## config.mk

```make
export PLATFORM = sky130hd
export DESIGN_NAME = mux_n_pipe
export DESIGN_NICKNAME = d
export VERILOG_FILES = /design/src/rtl/mux_pkg.sv /design/src/rtl/mux_n_sel.sv /design/src/rtl/mux_n_pipe.sv
export SDC_FILE = /design/constraint.sdc
export NUM_CORES = 1
export LEC_CHECK = 0
export ABC_AREA = 1
export CAP_MARGIN = 25
export CORE_MARGIN = 4
export CORE_UTILIZATION = 41
export CTS_CLUSTER_DIAMETER = 200
export CTS_CLUSTER_SIZE = 12
export DETAILED_ROUTE_END_ITERATION = 10
export HOLD_SLACK_MARGIN = 0.05
export PLACE_DENSITY = 0.81
export SYNTH_ARGS = -nofsm -noshare
export SYNTH_HDL_FRONTEND = slang
export SYNTH_SLANG_ARGS = --single-unit
```

## constraint.sdc

```tcl
create_clock -name clk -period 1.6 [get_ports clk]
set_input_delay 0.24 -clock clk [delete_from_list [all_inputs] [get_ports clk]]
set_output_delay 0.24 -clock clk [all_outputs]
set_load 0.05 [all_outputs]
```

## src/rtl/mux_pkg.sv

```systemverilog
// Shared types and helpers for the pipelined N-way selector.
package mux_pkg;

  typedef enum logic [1:0] {
    EMPTY = 2'd0,
    BUSY  = 2'd1,
    FULL  = 2'd2
  } mux_state_e;

  function automatic int sel_width(input int n);
    return (n < 2) ? 1 : $clog2(n);
  endfunction

endpackage

```

## src/rtl/mux_n_sel.sv

```systemverilog
// Combinational N:1 select with out-of-range flag.
module mux_n
  import mux_pkg::*;
#(
  parameter  int DW = 32,
  parameter  int N  = 5,
  localparam int SW = sel_width(N)
) (
  input  logic [N*DW-1:0] in_data,
  input  logic [SW-1:0]   sel,
  output logic [DW-1:0]   data,
  output logic            err
);

  always_comb begin
    data = '0;
    err  = 1'b1;
    for (int k = 0; k < N; k++) begin
      if (sel == SW'(k)) begin
        data = in_data[k*DW +: DW];
        err  = 1'b0;
      end
    end
  end

endmodule

```

## src/rtl/mux_n_pipe.sv

```systemverilog
// N-way selector with a registered output and a 2-entry skid buffer.
module mux_n_pipe
  import mux_pkg::*;
#(
  parameter  int DW = 32,
  parameter  int N  = 5,
  localparam int SW = sel_width(N)
) (
  input  logic            clk,
  input  logic            rst,
  input  logic [N*DW-1:0] in_data,
  input  logic [SW-1:0]   in_sel,
  input  logic            in_valid,
  output logic            in_ready,
  output logic [DW-1:0]   out_data,
  output logic            out_err,
  input  logic            out_ready,
  output logic            out_valid
);

  mux_state_e      state_q, state_d;
  logic [DW-1:0]   main_data_q, main_data_d;
  logic            main_err_q, main_err_d;
  logic [DW-1:0]   skid_data_q, skid_data_d;
  logic            skid_err_q, skid_err_d;
  logic [DW-1:0]   sel_data;
  logic            sel_err;
  logic            push, pop;

  mux_n #(.DW(DW), .N(N)) u_sel (
    .in_data (in_data),
    .sel     (in_sel),
    .data    (sel_data),
    .err     (sel_err)
  );

  // Handshake outputs come from the state register only.
  assign in_ready  = (state_q != FULL);
  assign out_valid = (state_q != EMPTY);
  assign out_data  = main_data_q;
  assign out_err   = main_err_q;

  assign push = in_valid && in_ready;
  assign pop  = out_valid && out_ready;

  always_comb begin
    state_d     = state_q;
    main_data_d = main_data_q;
    main_err_d  = main_err_q;
    skid_data_d = skid_data_q;
    skid_err_d  = skid_err_q;
    unique case (state_q)
      EMPTY: begin
        if (push) begin
          state_d     = BUSY;
          main_data_d = sel_data;
          main_err_d  = sel_err;
        end
      end
      BUSY: begin
        if (push && pop) begin
          main_data_d = sel_data;
          main_err_d  = sel_err;
        end else if (push) begin
          state_d     = FULL;
          skid_data_d = sel_data;
          skid_err_d  = sel_err;
        end else if (pop) begin
          state_d = EMPTY;
        end
      end
      FULL: begin
        if (pop) begin
          state_d     = BUSY;
          main_data_d = skid_data_q;
          main_err_d  = skid_err_q;
        end
      end
      default: state_d = EMPTY;
    endcase
  end

  always_ff @(posedge clk) begin
    if (rst) begin
      state_q     <= EMPTY;
      main_data_q <= '0;
      main_err_q  <= 1'b0;
      skid_data_q <= '0;
      skid_err_q  <= 1'b0;
    end else begin
      state_q     <= state_d;
      main_data_q <= main_data_d;
      main_err_q  <= main_err_d;
      skid_data_q <= skid_data_d;
      skid_err_q  <= skid_err_d;
    end
  end

endmodule

```

==> results.toml <==
[clock_network]
clock_path_buffers = 2
clkSinkCount = 68
path_clk_slew_ns = 0.08
clk_latency_ns = 0.35
cts_made_buffers = 9
cts_root_buffer = "clkbuf_8"
postCtsSetupBuffers = 0
cts_hold_buf = 0
tritoncts = "yes"
htreeDepth = 3

[logic_synthesis]
synth-seq-cells = 68
ys_warn_count = 0
syn_nets = 870
ys_types = 24
syn_inst = 703
syn-mean-instance-area_sq_um = 5.95
synth_area_sq_mm = 0.00419
post-synth-top-area-cell = "dfxtp_1"
yosysTopAreaCellShare_pct = 32.5
yosysSeqAreaShare_pct = 32.5
synth_area_leaders = "dfxtp_1 (33%), nand2_1 (12%), nor2_1 (12%), a21oi_1 (8.0%), nand3_1 (7.9%)"

[global_routing]
antenna_found_initial = 0
grt_start_max_net_pins = 29
grt_pass1_vias = 5450
track_usage_pct = 27.8
grt_overflow = 0
grt_pass1_wl_mm = 26.2

[layout]
final-seq-area_sq_mm = 0.00136
multiInputGateArea_sq_mm = 0.00230
drive_gt1_share_pct = 13.1
nNetsFinal = 1081
num_antenna_cells = 0
synthToLayoutAreaGrowth_pct = 62.2
filler_cell_count = 839

[power_and_ir_drop]
pwr-share-seq_pct = 36.6
ir_drop_v = 0.000592
cellLeakagePower_nw = 3.32
power.switching_mw = 1.85
p_per_area_mw_per_mm2 = 774
clockPowerShare_pct = 27.4
power_mw = 5.26
p_comb_share_pct = 36.0
power.internal_mw = 3.41
p_sw_share_pct = 35.2

[sta]
rsz0062_at_grt = "false"
hold_viol = 0
max_freq_mhz = 665
slew_headroom_pct = 81.4
finalCritPeriodShare_pct = 94.0
tns_ns = 0
min_period_ns = 1.50
tightest_slew_ns = 0.279
setup_viol = 0
whs_ns = 0.476
slew_viol_final = 0
fin_worst_skew_ns = 0.0156
fin_ws_ns = 0.0962

[place]
pre_cts_ws_ns = -0.409
gp_congestion = 0.956
dp_hpwl_mm = 12.8
io_buffer_count = 201

[setup_path]
worst-setup-path-type = "in2reg"
cp.arrival_ns = 1.74
critPathCaptureType = "register"
critPathMaxFanout = 28
required_ns = 1.84
worst_setup_path_start_kind = "input pin"

[routing]
drtAntennaViolNets = 0
viasPerCell = 5.22
drt-initial-drc-count = 380
route.detailed.drc = 0
wirelength_mm = 16.6
dr.pass1.iters = 8
vias = 5491
wl_per_cell_um = 15.7

[job]
maxCapViolCount = 0

[floorplan]
fp.coreArea_sq_mm = 0.00986
io_pins = 202
row_count = 36
start_util_pct = 42.4
die_w_um = 109
fp.dieArea_sq_mm = 0.0119
die_y_um = 109

[hold_path]
hold_class = "reg2reg"

[run_status]
outcome = "finished clean"
-- power groups by stage --
| stage | clock network (mW) | logic [mW] | registers (mW) |
|---|---|---|---|
| 3_5_place_dp | 0 | 1.87 | 1.96 |
| 4_1_cts | 1.45 | 1.88 | 1.92 |
| 5_1_grt | 1.54 | 2.03 | 1.94 |
| 6_report | 1.44 | 1.89 | 1.93 |
| 3_3_place_gp | 0 | 1.83 | 1.96 |
| 2_1_floorplan | 0 | 0.617 | 2.30 |
-- synth_stat cells (all sizes together) --
cell,count
clkbuf,16
o21ai,65
a21oi,68
a211oi,1
nor3,2
clkinv,1
nand2,139
buf,35
o211ai,1
nand4,32
nor2,132
nand3,66
dfxtp,68
inv,77
-- layout make-up --
class / instances / share of cell area, %
repair buffers: 251 / 36.3
multi-input cells: 506 / 33.9
flip-flops and latches: 68 / 20.1
inverters: 78 / 4.33
well taps: 133 / 2.45
clock buffers: 9 / 1.82
clock inverters: 7 / 1.11
-- sequential cells by signal, indices dropped and copies added (netlist names) --
name and cells:
out_data 32, skid_data_q 32, state_q 2, out_err 1, skid_err_q 1
-- metal layers --
layer / global-route usage [%] / wire length (um)
met1: 34.0 / 6490
met2: 48.5 / 8270
met3: 4.85 / 1400
met4: 10.5 / 413
met5: 0 / 0
-- final timing paths --
kind | cells past startpoint | slack (ns) | to | start
worst max-delay path | 10 | 0.1 | skid_data_q[20] | in_sel[2]
worst min-delay path | 2 | 0.48 | skid_err_q | skid_err_q
worst max register to register | 8 | 0.13 | out_data[16] | state_q[0]
worst min register to register | 2 | 0.48 | skid_err_q | skid_err_q
-- critical path, stage by stage --
cell and delay [ns]:
clkdlybuf4s50_1 0.49, inv_2 0.08, buf_12 0.17, buf_4 0.15, nand3_1 0.08, nand2_1 0.06, nor2_1 0.10, nand3_1 0.13
o21ai_0 0.17, inv_1 0.06
-- layout by cell type, fill, tap and decap left out, drive strengths merged --
master	instances
inv	78
o21ai	65
buf	85
nand4	32
clkbuf	9
dlymetal6s2s	2
o211ai	1
nor3	2
nand3	66
dfxtp	68
nand2	139
nor2	132
clkdlybuf4s50	164
a21oi	68
clkinv	6
a211oi	1
bufinv	1
-- metrics by stage --
step / instance area, sq um / util, % / cells
5_1_grt: 6790 / 68.8 / 1052
6_report: 6790 / 68.8 / 1052
4_1_cts: 6750 / 68.4 / 1052
2_1_floorplan: 4190 / - / 703
3_5_place_dp: 6540 / 66.3 / 1036
3_3_place_gp: 6540 / 66.3 / 1036
-- what timing repair did --
action | in CTS | in global routing
resized for setup | 2 | 16
pin swaps | 0 | 1
cloned | 0 | 0
setup endpoints to repair | 2 | 53
-- kinds of logic after synthesis --
| kind of cell | after synthesis | synth area share (%) |
|---|---|---|
| buffers and inverters | 129 | 13.1 |
| AND/OR/NAND/NOR | 371 | 37.9 |
| flip-flops | 68 | 32.5 |
| AO/OA/AOI/OAI | 135 | 16.5 |
Power figures use the tool's default switching activity.
